--- src/rtl/lut_cfg_pkg.sv ---
// lut_cfg_pkg: shared state type and table geometry helpers for the LUT config writer
package lut_cfg_pkg;
  typedef enum logic [1:0] {EMPTY, LOAD, RUN} state_t;
  function automatic int n_entries(input int in_bits);
    return 1 << in_bits;
  endfunction
  function automatic int total_bits(input int in_bits, input int out_bits);
    return n_entries(in_bits) * out_bits;
  endfunction
  function automatic int n_words(input int in_bits, input int out_bits, input int word_w);
    return (total_bits(in_bits, out_bits) + word_w - 1) / word_w;
  endfunction
  function automatic int cnt_w(input int n);
    return n > 1 ? $clog2(n) : 1;
  endfunction
endpackage

--- src/rtl/lut_cfg_store.sv ---
// lut_cfg_store: word-written, entry-read distributed RAM holding the packed truth table (readback under LUT_CFG_READBACK_EN)
module lut_cfg_store import lut_cfg_pkg::*; #(
  parameter int IN_BITS = 8,
  parameter int OUT_BITS = 1,
  parameter int WORD_W = 32,
  localparam int NW = n_words(IN_BITS, OUT_BITS, WORD_W),
  localparam int CW = cnt_w(NW)
) (
  input  logic                clk,
  input  logic                rst,
  input  logic                we,
  input  logic [CW-1:0]       widx,
  input  logic [WORD_W-1:0]   wdata,
  input  logic                re,
  input  logic [IN_BITS-1:0]  raddr,
`ifdef LUT_CFG_READBACK_EN
  input  logic                rb_re,
  input  logic [CW-1:0]       rb_idx,
  output logic [WORD_W-1:0]   rb_data,
`endif
  output logic [OUT_BITS-1:0] rdata
);
  logic [NW*WORD_W-1:0] mem;
  always_ff @(posedge clk)
    if (we) mem[widx*WORD_W +: WORD_W] <= wdata;
  always_ff @(posedge clk)
    if (rst) rdata <= '0;
    else if (re) rdata <= mem[raddr*OUT_BITS +: OUT_BITS];
`ifdef LUT_CFG_READBACK_EN
  localparam int TB = total_bits(IN_BITS, OUT_BITS);
  logic [WORD_W-1:0] rb_word;
  // padding bits and out-of-range indices read back as zero
  always_comb begin
    rb_word = '0;
    for (int i = 0; i < WORD_W; i++)
      if (int'(rb_idx) < NW && int'(rb_idx) * WORD_W + i < TB)
        rb_word[i] = mem[int'(rb_idx) * WORD_W + i];
  end
  always_ff @(posedge clk)
    if (rst) rb_data <= '0;
    else if (rb_re) rb_data <= rb_word;
`endif
endmodule

--- src/rtl/lut_cfg_writer.sv ---
// lut_cfg_writer: run-time loader and lookup engine for one LUT neuron (optional readback port: LUT_CFG_READBACK_EN)
module lut_cfg_writer import lut_cfg_pkg::*; #(
  parameter int IN_BITS = 8,
  parameter int OUT_BITS = 1,
  parameter int WORD_W = 32
) (
  input  logic                clk,
  input  logic                rst,
  input  logic                cfg_start,
  input  logic [WORD_W-1:0]   cfg_data,
  input  logic                cfg_valid,
  output logic                cfg_ready,
  output logic                cfg_done,
  output logic                busy,
  input  logic [IN_BITS-1:0]  lut_addr,
  input  logic                lut_in_valid,
  output logic [OUT_BITS-1:0] lut_out,
`ifdef LUT_CFG_READBACK_EN
  input  logic                rb_req,
  input  logic [cnt_w(n_words(IN_BITS, OUT_BITS, WORD_W))-1:0] rb_idx,
  output logic [WORD_W-1:0]   rb_data,
  output logic                rb_valid,
`endif
  output logic                lut_out_valid
);
  localparam int NW = n_words(IN_BITS, OUT_BITS, WORD_W);
  localparam int CW = cnt_w(NW);
  state_t state, state_n;
  logic [CW-1:0] wcnt, wcnt_n;
  logic we, done_n, re;
  assign cfg_ready = state == LOAD;
  assign busy = state == LOAD;
  assign re = lut_in_valid && state == RUN;
  // a start request always wins, discarding any word offered alongside it
  always_comb begin
    state_n = state;
    wcnt_n = wcnt;
    we = 1'b0;
    done_n = 1'b0;
    if (cfg_start) begin
      state_n = LOAD;
      wcnt_n = '0;
    end else if (state == LOAD && cfg_valid) begin
      we = 1'b1;
      done_n = wcnt == CW'(NW - 1);
      state_n = done_n ? RUN : LOAD;
      wcnt_n = done_n ? wcnt : wcnt + 1'b1;
    end
  end
  always_ff @(posedge clk)
    if (rst) begin
      state <= EMPTY;
      wcnt <= '0;
      cfg_done <= 1'b0;
      lut_out_valid <= 1'b0;
    end else begin
      state <= state_n;
      wcnt <= wcnt_n;
      cfg_done <= done_n;
      lut_out_valid <= re;
    end
`ifdef LUT_CFG_READBACK_EN
  always_ff @(posedge clk)
    if (rst) rb_valid <= 1'b0;
    else rb_valid <= rb_req && state == RUN;
`endif
  lut_cfg_store #(.IN_BITS(IN_BITS), .OUT_BITS(OUT_BITS), .WORD_W(WORD_W)) u_store (
    .clk(clk),
    .rst(rst),
    .we(we),
    .widx(wcnt),
    .wdata(cfg_data),
    .re(re),
    .raddr(lut_addr),
`ifdef LUT_CFG_READBACK_EN
    .rb_re(rb_req && state == RUN),
    .rb_idx(rb_idx),
    .rb_data(rb_data),
`endif
    .rdata(lut_out)
  );
endmodule

--- config.mk ---
export PLATFORM = sky130hd
export DESIGN_NAME = lut_cfg_writer
export DESIGN_NICKNAME = d
export VERILOG_FILES = /design/src/rtl/lut_cfg_pkg.sv /design/src/rtl/lut_cfg_store.sv /design/src/rtl/lut_cfg_writer.sv
export SDC_FILE = /design/constraint.sdc
export NUM_CORES = 1
export LEC_CHECK = 0
export ABC_CLOCK_PERIOD_IN_PS = 3900
export BUFFER_PORTS_ARGS = -buffer_cell sky130_fd_sc_hd__buf_2
export CAP_MARGIN = 25
export CORE_AREA = 8 8 225 173
export CTS_CLUSTER_SIZE = 20
export DETAILED_ROUTE_END_ITERATION = 7
export DIE_AREA = 0 0 233 181
export GPL_TIMING_DRIVEN = 0
export PLACE_DENSITY = 0.51
export SYNTH_ARGS = -nofsm -noshare
export SYNTH_HDL_FRONTEND = slang
export SYNTH_HIERARCHICAL = 1
export SYNTH_SLANG_ARGS = --single-unit
--- constraint.sdc ---
create_clock -name clk -period 3.9 [get_ports clk]
set_clock_uncertainty 0.1 [all_clocks]
set_input_delay 0.585 -clock clk [delete_from_list [all_inputs] [get_ports clk]]
set_output_delay 0.585 -clock clk [all_outputs]
set_load 0.01 [all_outputs]
==> impl_metrics.env, run 1 <==
export IMPL_p_total_w=0.005786
export IMPL_maxCapViolCount=0
export IMPL_path_clk_slew_ns=0.06
export IMPL_cts_post_setup_buffers_inserted=0
export IMPL_yosysUniqueCellTypes=54
export IMPL_antenna_found_initial=1
export IMPL_cts_hold_buf=0
export IMPL_worst_pin_slew_ns=0.9770
export IMPL_start_kind="flop"
export IMPL_die_area_sq_um=42170
export IMPL_grt_pass1_wl_um=51050
export IMPL_wl_per_cell_um=24.74
export IMPL_start_util=0.3438
export IMPL_fmax_mhz=285.9
export IMPL_ant_nets=0
export IMPL_drive_above_1_share=0.1756
export IMPL_routed_via_density=5.319
export IMPL_rows=60
export IMPL_yosys_register_bits=264
export IMPL_synth_flop_cell="edfxtp_1"
export IMPL_clkPwrFrac=0.413
export IMPL_setup_tns_ns=0
export IMPL_avgSynthCellArea_sq_um=14.42
export IMPL_max_slew_margin=0.3471
export IMPL_yosysWarnings=6
export IMPL_crit_arrival_ns=3.79
export IMPL_grt_use_total=0.1634
export IMPL_worst_skew_pair_late_latency_ns=0.54
export IMPL_fp_dieW_um=233
export IMPL_rsz0062_at_grt="false"
export IMPL_ys_top_cells_by_count="edfxtp_1 (256), nor2_1 (146), and2_1 (131)"
export IMPL_design_portCount=50
export IMPL_synth_area_sq_um=12160
export IMPL_required_ns=4.19
export IMPL_synth_top_area_frac=0.6324
export IMPL_drt_pass1_iter_count=5
export IMPL_wirelength_um=34640
export IMPL_power_density_nw_per_um2=418.5
export IMPL_synth_largest_area_cell="edfxtp_1"
export IMPL_grt_pass1_vias=7307
export IMPL_synth_area_leaders="edfxtp_1 (63%), mux4_2 (8.5%), and2_1 (6.7%), nor2_1 (4.5%), mux4_1 (2.2%)"
export IMPL_syn_inst=843
export IMPL_grt_overflow=0
export IMPL_seq_power_share=0.534
export IMPL_numClockSinks=264
export IMPL_timing_final_ws_setup_ns=0.4020
export IMPL_synth_most_common_cell="edfxtp_1"
export IMPL_status="completed"
export IMPL_ctsLongestPathBuffers=3
export IMPL_critPathCaptureType="flop"
export IMPL_routed_via_count=7446
export IMPL_synthArstFlopShare=0
export IMPL_yosysSeqAreaShare=0.6455
export IMPL_finalSetupViolations=0
export IMPL_synth_edf_count=256
export IMPL_power_switching_share=0.2133
export IMPL_die_y_um=181
export IMPL_r2r_slack_ns=0.40
export IMPL_p_sw_w=0.001234
export IMPL_period_share=0.8969
export IMPL_fp_coreArea_sq_um=35360
export IMPL_cp_max_fo=10
export IMPL_drc=0
export IMPL_pre_cts_slack_ns=0.1812
export IMPL_period_needed_ns=3.498
export IMPL_first_iter_violations=840
export IMPL_combinationalPowerShare=0.053
export IMPL_port_buffers=44
export IMPL_clockRootBuffer="clkbuf_16"
export IMPL_cts_max_level=1
export IMPL_finalNetCount=968
export IMPL_grt_max_degree=33
export IMPL_ir_drop_mv=0.2364
export IMPL_internal_power_w=0.004552
export IMPL_cts_tree="yes"
export IMPL_cts_buffers=27
export IMPL_syn_nets=893
export IMPL_cellLeakagePower_nw=5.018
export IMPL_gp_congestion=0.8674
export IMPL_final_hold_viol_count=0
export IMPL_dp_hpwl_um=25530
export IMPL_critPathKind="flop to flop"
export IMPL_hold_slack_ns=0.2208
export IMPL_slew_violations=0
export IMPL_hp_class="primary input to flop"
export IMPL_area_growth_pct=13.72
==> cells by family after synthesis <==
| family | share of synthesized area |
|---|---|
| buffers and inverters | 0.03118 |
| multiplexers | 0.1278 |
| adder cells (fa/ha/maj) | 0.005146 |
| flip-flops | 0.6455 |
| AND/OR/NAND/NOR | 0.1560 |
| AO/OA/AOI/OAI | 0.03427 |
==> what timing repair did <==
item	4_1_cts	5_1_grt
hold endpoints to repair	0	0
gates resized for setup	0	1
setup endpoints to repair	0	32
==> power by group through the flow <==
| stage | clock [W] | combinational [W] | sequential [W] |
|---|---|---|---|
| after global routing | 0.00253 | 0.000330 | 0.00309 |
| after CTS | 0.00244 | 0.000311 | 0.00309 |
| after floorplan | 0 | 0.000173 | 0.00315 |
| after global placement | 0 | 0.000306 | 0.00315 |
| final | 0.00239 | 0.000307 | 0.00309 |
| after detailed placement | 0 | 0.000310 | 0.00315 |
==> routing by layer <==
| layer | global-route usage | up-vias | wire length, um |
|---|---|---|---|
| li1 | - | 3279 | - |
| met3 | 0.02379 | 37 | 2861 |
| met4 | 0.03223 | 0 | 620 |
| met5 | 0 | - | 0 |
| met2 | 0.2265 | 292 | 14260 |
| met1 | 0.2642 | 3838 | 16890 |
==> layout by cell type (no fill, tap or decap), types with 8 or more instances in the layout <==
cell type  synthesis  layout
dfxtp_1            8       8
nor3_1             8       8
mux2i_1           21      21
a22o_1             9       9
a21oi_1           11      11
nand2_1           45      45
clkbuf_1          33      45
edfxtp_1         256     256
buf_2              7      51
nor2_1           146     139
clkbuf_16          0      27
and2_1           131     130
mux4_1            10      10
mux4_2            46      46
clkbuf_8           7       8
==> flip-flops by register name, summed over array words and instances, names as in the netlist <==
| signal | flops |
|---|---|
| u_store/rdata | 1 |
| lut_out_valid | 1 |
| u_store/mem | 256 |
| state | 2 |
| wcnt | 3 |
| cfg_done | 1 |
==> cell type report <==
type	instances	area [sq um]
Fill cell	3313	21530
Sequential cell	264	7848
Multi-Input combinational cell	517	3985
Clock buffer	40	734.5
Tap cell	465	581.8
Buffer	57	360.3
Timing Repair Buffer	46	247.7
Clock inverter	5	46.29
Inverter	5	18.77
Antenna cell	1	2.502
==> metrics by stage <==
step | util | instances | area [sq um]
after floorplan | - | 843 | 12160
after global placement | 0.3665 | 1352 | 12960
after detailed placement | 0.3688 | 1354 | 13040
after CTS | 0.3909 | 1399 | 13820
after global routing | 0.3909 | 1399 | 13820
final | 0.3910 | 1400 | 13820
==> critical path: stages, from the launching register on <==
cell and delay, ns:
dfxtp_1 0.46, inv_1 0.14, ha_1 0.24, ha_1 0.32, nand2b_1 0.26, nand2b_1 0.20, clkbuf_1 0.17, nor3_1 0.76
clkbuf_1 0.50, and2_1 0.21
==> final timing paths <==
| check | startpoint | to | cells past startpoint |
|---|---|---|---|
| hold reg to reg | state[1]$_SDFFE_PP0P_ | lut_out_valid$_SDFF_PP0_ | 2 |
| setup reg to reg | wcnt[0]$_SDFFE_PP0P_ | u_store/mem[193]$_DFFE_PP_ | 9 |
| setup / recovery | wcnt[0]$_SDFFE_PP0P_ | u_store/mem[193]$_DFFE_PP_ | 9 |
| hold / removal | cfg_valid | state[0]$_SDFFE_PP0P_ | 2 |
(Power assumes the default switching activity.)
==> run 2: changes to the inputs <==
CORE_AREA = 8 8 199 154   (was 8 8 225 173)
CTS_BUF_LIST = sky130_fd_sc_hd__clkbuf_2 sky130_fd_sc_hd__clkbuf_4 sky130_fd_sc_hd__clkbuf_8   (was not set)
DIE_AREA = 0 0 207 162   (was 0 0 233 181)
PLACE_DENSITY = 0.62   (was 0.51)
==> run 2 against run 1 <==
Net effect: first-iteration DRC count fell by 16%; via count is 2.6% higher; sequential power barely moved; wire length shrank 4.9%; critical path depth stayed put; hold slack got worse by 0.013 ns; clock power down 4%; largest cell class unchanged; die area decreased by 20%; setup slack got worse by 0.031 ns; sequential share of layout area increased by 0.39 points; clock-buffer cell count grew 13; final area decreased by 0.69%; critical path type unchanged.
==> impl_metrics.env, run 2 (synthesized netlist as in run 1, its figures left out) <==
export IMPL_hp_class="primary input to flop"
export IMPL_drive_above_1_share=0.2006
export IMPL_grt_pass1_wl_um=48830
export IMPL_gp_congestion=0.8961
export IMPL_cp_startpoint="wcnt[0]$_SDFFE_PP0P_"
export IMPL_status="completed"
export IMPL_busiest_layer="met1"
export IMPL_drc=0
export IMPL_cellLeakagePower_nw=5.065
export IMPL_routed_via_density=5.793
export IMPL_fp_coreArea_sq_um=27450
export IMPL_path_clk_slew_ns=0.07
export IMPL_period_share=0.9049
export IMPL_period_needed_ns=3.529
export IMPL_nFillCells=2404
export IMPL_critPathCaptureType="flop"
export IMPL_cts_tree="yes"
export IMPL_max_slew_margin=0.3082
export IMPL_cts_hold_buf=0
export IMPL_drt_pass1_iter_count=5
export IMPL_start_kind="flop"
export IMPL_required_ns=4.20
export IMPL_ctsLongestPathBuffers=3
export IMPL_final_area_sq_um=13730
export IMPL_cp_max_fo=10
export IMPL_p_total_w=0.005696
export IMPL_finalNetCount=983
export IMPL_final_cell_mix="edfxtp_1 (256), nor2_1 (139), and2_1 (130)"
export IMPL_start_util=0.4428
export IMPL_r2r_start="wcnt[0]$_SDFFE_PP0P_"
export IMPL_crit_arrival_ns=3.83
export IMPL_cts_resized=0
export IMPL_seq_area_sq_um=7848
export IMPL_final_core_util=0.5001
export IMPL_rsz0062_at_grt="false"
export IMPL_grt_max_degree=33
export IMPL_slew_violations=0
export IMPL_first_iter_violations=703
export IMPL_mostFrequentLayoutCell="edfxtp_1"
export IMPL_met1_usage=0.2906
export IMPL_rows=53
export IMPL_wirelength_um=32940
export IMPL_grt_use_total=0.1943
export IMPL_cts_buffers=41
export IMPL_final_hold_viol_count=0
export IMPL_clockRootBuffer="clkbuf_8"
export IMPL_grt_overflow=0
export IMPL_diodes=0
export IMPL_power_density_nw_per_um2=414.9
export IMPL_dp_hpwl_um=23890
export IMPL_critPathKind="flop to flop"
export IMPL_fmax_mhz=283.4
export IMPL_design_portCount=50
export IMPL_maxCapViolCount=0
export IMPL_port_buffers=44
export IMPL_worst_skew_pair_late_latency_ns=0.54
export IMPL_grt_pass1_vias=7498
export IMPL_routed_via_count=7641
export IMPL_cts_post_setup_buffers_inserted=0
export IMPL_ant_nets=0
export IMPL_worst_pin_slew_ns=1.030
export IMPL_cts_max_level=2
export IMPL_largestRegisters="u_store/mem: 256 flops, wcnt: 3 flops, state: 2 flops"
export IMPL_finalSetupViolations=0
export IMPL_worstHoldStart="cfg_valid"
export IMPL_die_area_sq_um=33530
export IMPL_gr_usage_met3=0.05373
export IMPL_r2r_slack_ns=0.37
export IMPL_timing_final_ws_setup_ns=0.3710
export IMPL_use_met2=0.2749
export IMPL_area_growth_pct=12.94
export IMPL_multiInputGateArea_sq_um=3984
export IMPL_fp_dieW_um=207
export IMPL_numClockSinks=264
export IMPL_largest_reg_flops=256
export IMPL_antenna_found_initial=0
export IMPL_largest_register="u_store/mem"
export IMPL_wl_per_cell_um=24.97
export IMPL_ir_drop_mv=0.1720
export IMPL_die_y_um=162
export IMPL_placed_cell_area_sq_um=12930
export IMPL_pre_cts_slack_ns=0.1852
run 2: metal layers:
layer / up-vias / wire, um
li1: 3315 / -
met1: 3894 / 15180
met2: 394 / 13750
met3: 38 / 3418
met4: 0 / 590
met5: - / 0
run 2: power breakdown:
part	internal (W)	leakage, nW	switching (W)
clock	0.00124	0.413	0.00106
sequential	0.00309	2.96	0.00000389
combinational	0.000116	1.69	0.000188
total	0.00445	5.07	0.00125
run 2: worst paths after layout:
check / cells after the start / to
worst max register to register: 9 / u_store/mem[196]$_DFFE_PP_
worst min register to register: 2 / lut_out_valid$_SDFF_PP0_
worst min-delay path: 2 / state[0]$_SDFFE_PP0P_
worst max-delay path: 9 / u_store/mem[196]$_DFFE_PP_
run 2: area by class of cell:
cell class,count,area share
flip-flops and latches,264,0.5716
multi-input cells,517,0.2902
clock buffers,53,0.04857
well taps,357,0.03253
plain buffers,57,0.02625
repair buffers,47,0.02005
clock inverters,19,0.009478
inverters,5,0.001367
run 2: metrics by stage:
| step | std cells | TNS (ns) | hold slack (ns) |
|---|---|---|---|
| CTS | 1319 | 0 | 0.1848 |
| floorplan | 843 | 0 | 0.3678 |
| global route | 1319 | 0 | 0.2007 |
| global placement | 1244 | -135.25 | 0.4058 |
| finish | 1319 | 0 | 0.2083 |
| detailed placement | 1247 | 0 | 0.4044 |
run 2: critical path: stages, from the launching register on:
cell,delay (ns)
dfxtp_1,0.47
inv_1,0.14
ha_1,0.24
ha_1,0.32
nand2b_1,0.25
nand2b_1,0.18
clkbuf_1,0.17
nor3_1,0.81
clkbuf_1,0.49
and2_1,0.21
==> run 3: changes to the inputs <==
CAP_MARGIN = not set   (was 25)
PLACE_DENSITY = not set   (was 0.62)
PLACE_DENSITY_LB_ADDON = 0.15   (was not set)
==> run 3 against run 2 <==
Net effect: global-route usage is 0.67 points higher; critical path depth is 2 lower; setup slack worse by 0.18 ns; final cell count is 0.30% higher; via count is 2.1% lower; final area hardly changed; sequential power hardly changed; hold slack worse by 0.015 ns.
==> impl_metrics.env, run 3 (synthesized netlist as in run 1, its figures left out) <==
export IMPL_final_core_util=0.4999
export IMPL_status="completed"
export IMPL_fmax_mhz=269.3
export IMPL_final_cells=1323
export IMPL_max_slew_margin=0.3037
export IMPL_fp_dieW_um=207
export IMPL_critPathMaxStageDelay_ns=0.66
export IMPL_area_growth_pct=12.90
export IMPL_ctsLongestPathBuffers=3
export IMPL_wl_per_cell_um=25.37
export IMPL_grt_max_degree=33
export IMPL_wirelength_um=33560
export IMPL_drive_above_1_share=0.2114
export IMPL_final_cell_mix="edfxtp_1 (256), nor2_1 (139), and2_1 (130)"
export IMPL_largest_reg_flops=256
export IMPL_first_iter_violations=818
export IMPL_grt_pass1_wl_um=50040
export IMPL_dp_hpwl_um=24220
export IMPL_finalNetCount=983
export IMPL_required_ns=3.99
export IMPL_placed_cells=1245
export IMPL_drt_pass1_iter_count=5
export IMPL_grt_overflow=0
export IMPL_routed_via_density=5.655
export IMPL_critPathCaptureType="flop"
export IMPL_design_portCount=50
export IMPL_cp_top_family="simple AND/OR/NAND/NOR gates"
export IMPL_cts_tree="yes"
export IMPL_cellLeakagePower_nw=5.069
export IMPL_crit_slowest_cell="nor3_2"
export IMPL_slew_violations=0
export IMPL_die_y_um=162
export IMPL_rsz0062_at_grt="false"
export IMPL_cpMostUsedCell="ha_1"
export IMPL_critPathKind="flop to flop"
export IMPL_mostFrequentLayoutCell="edfxtp_1"
export IMPL_worst_skew_pair_late_latency_ns=0.56
export IMPL_path_buf_inv=2
export IMPL_fp_coreArea_sq_um=27450
export IMPL_routed_via_count=7481
export IMPL_crit_arrival_ns=3.80
export IMPL_crit_chain="inv_1 -> ha_1 -> ha_1 -> or2_2 -> nor3_2 -> clkbuf_1 -> and2_4"
export IMPL_final_hold_viol_count=0
export IMPL_start_util=0.4428
export IMPL_placed_cell_area_sq_um=12900
export IMPL_largest_register="u_store/mem"
export IMPL_gp_congestion=0.9712
export IMPL_period_needed_ns=3.713
export IMPL_p_total_w=0.005719
export IMPL_worst_pin_slew_ns=1.036
export IMPL_cts_buffers=43
export IMPL_cp_max_fo=32
export IMPL_cts_max_level=2
export IMPL_maxCapViolCount=0
export IMPL_drc=0
export IMPL_die_area_sq_um=33530
export IMPL_numClockSinks=264
export IMPL_period_share=0.9521
export IMPL_grt_use_total=0.2010
export IMPL_grt_pass1_vias=7476
export IMPL_power_density_nw_per_um2=416.7
export IMPL_rows=53
export IMPL_hp_class="primary input to flop"
export IMPL_final_area_sq_um=13720
export IMPL_cts_hold_buf=0
export IMPL_finalSetupViolations=0
export IMPL_largestRegisters="u_store/mem: 256 flops, wcnt: 3 flops, state: 2 flops"
export IMPL_ant_nets=0
export IMPL_ir_drop_mv=0.2366
export IMPL_antenna_found_initial=1
export IMPL_start_kind="flop"
export IMPL_cts_post_setup_buffers_inserted=0
export IMPL_clockRootBuffer="clkbuf_8"
export IMPL_port_buffers=44
export IMPL_path_clk_slew_ns=0.06
## run 3: cell types whose count changed in the layout (fill, tap and decap cells not counted), moves of 2 or more
cell        delta
clkinvlp_4     +2
bufinv_16      -2
clkinv_1       -7
clkbuf_4      +13
## run 3: what timing repair did
item,CTS,global route
gates cloned,0,0
pin swaps,0,0
endpoints found under the setup margin,32,32
resized for setup,2,1
## run 3: routing by layer
layer | vias up | track usage | share of wire
met5 | - | 0 | 0
met4 | 0 | 0.05156 | 0.020
met3 | 50 | 0.04236 | 0.085
met2 | 326 | 0.2844 | 0.41
met1 | 3789 | 0.3085 | 0.48
li1 | 3316 | - | -
## run 3: worst min-delay path, delay by kind of cell
kind                   cells  cell delay (ns)
AND/OR/NAND/NOR            2             0.12
buffers and inverters      1             0.09
## run 3: per-stage QoR
| step | hold WS (ns) | setup WS [ns] | setup TNS [ns] |
|---|---|---|---|
| CTS | 0.1586 | 0.06367 | 0 |
| detailed placement | 0.4104 | -0.8332 | -26.52 |
| finish | 0.1929 | 0.1866 | 0 |
| global route | 0.1687 | 0.01761 | 0 |
| global placement | 0.3999 | -1.000 | -153.23 |
| floorplan | 0.3678 | 0.4860 | 0 |
## run 3: power by group
group          switching (W)  internal [W]  leakage, nW
logic               0.000190      0.000113         1.68
registers         0.00000384       0.00309         2.96
clock network        0.00108       0.00125        0.430
## run 3: final cells by class
cell class              instances  area (sq um)
diodes                          1         2.502
plain buffers                  57         360.3
clock buffers                  66         764.5
clock inverters                11         53.80
fillers                      2416         13730
inverters                       5         18.77
multi-input cells             517          3990
flip-flops and latches        264          7848
well taps                     357         446.7
repair buffers                 45         240.2
## run 3: worst paths after layout
path / to / start / depth (start not counted) / slack [ns]
worst max-delay path: u_store/mem[7]$_DFFE_PP_ / wcnt[0]$_SDFFE_PP0P_ / 7 / 0.19
worst min-delay path: lut_out_valid$_SDFF_PP0_ / lut_in_valid / 3 / 0.19
worst max register to register: u_store/mem[7]$_DFFE_PP_ / wcnt[0]$_SDFFE_PP0P_ / 7 / 0.19
worst min register to register: lut_out_valid$_SDFF_PP0_ / state[1]$_SDFFE_PP0P_ / 2 / 0.43
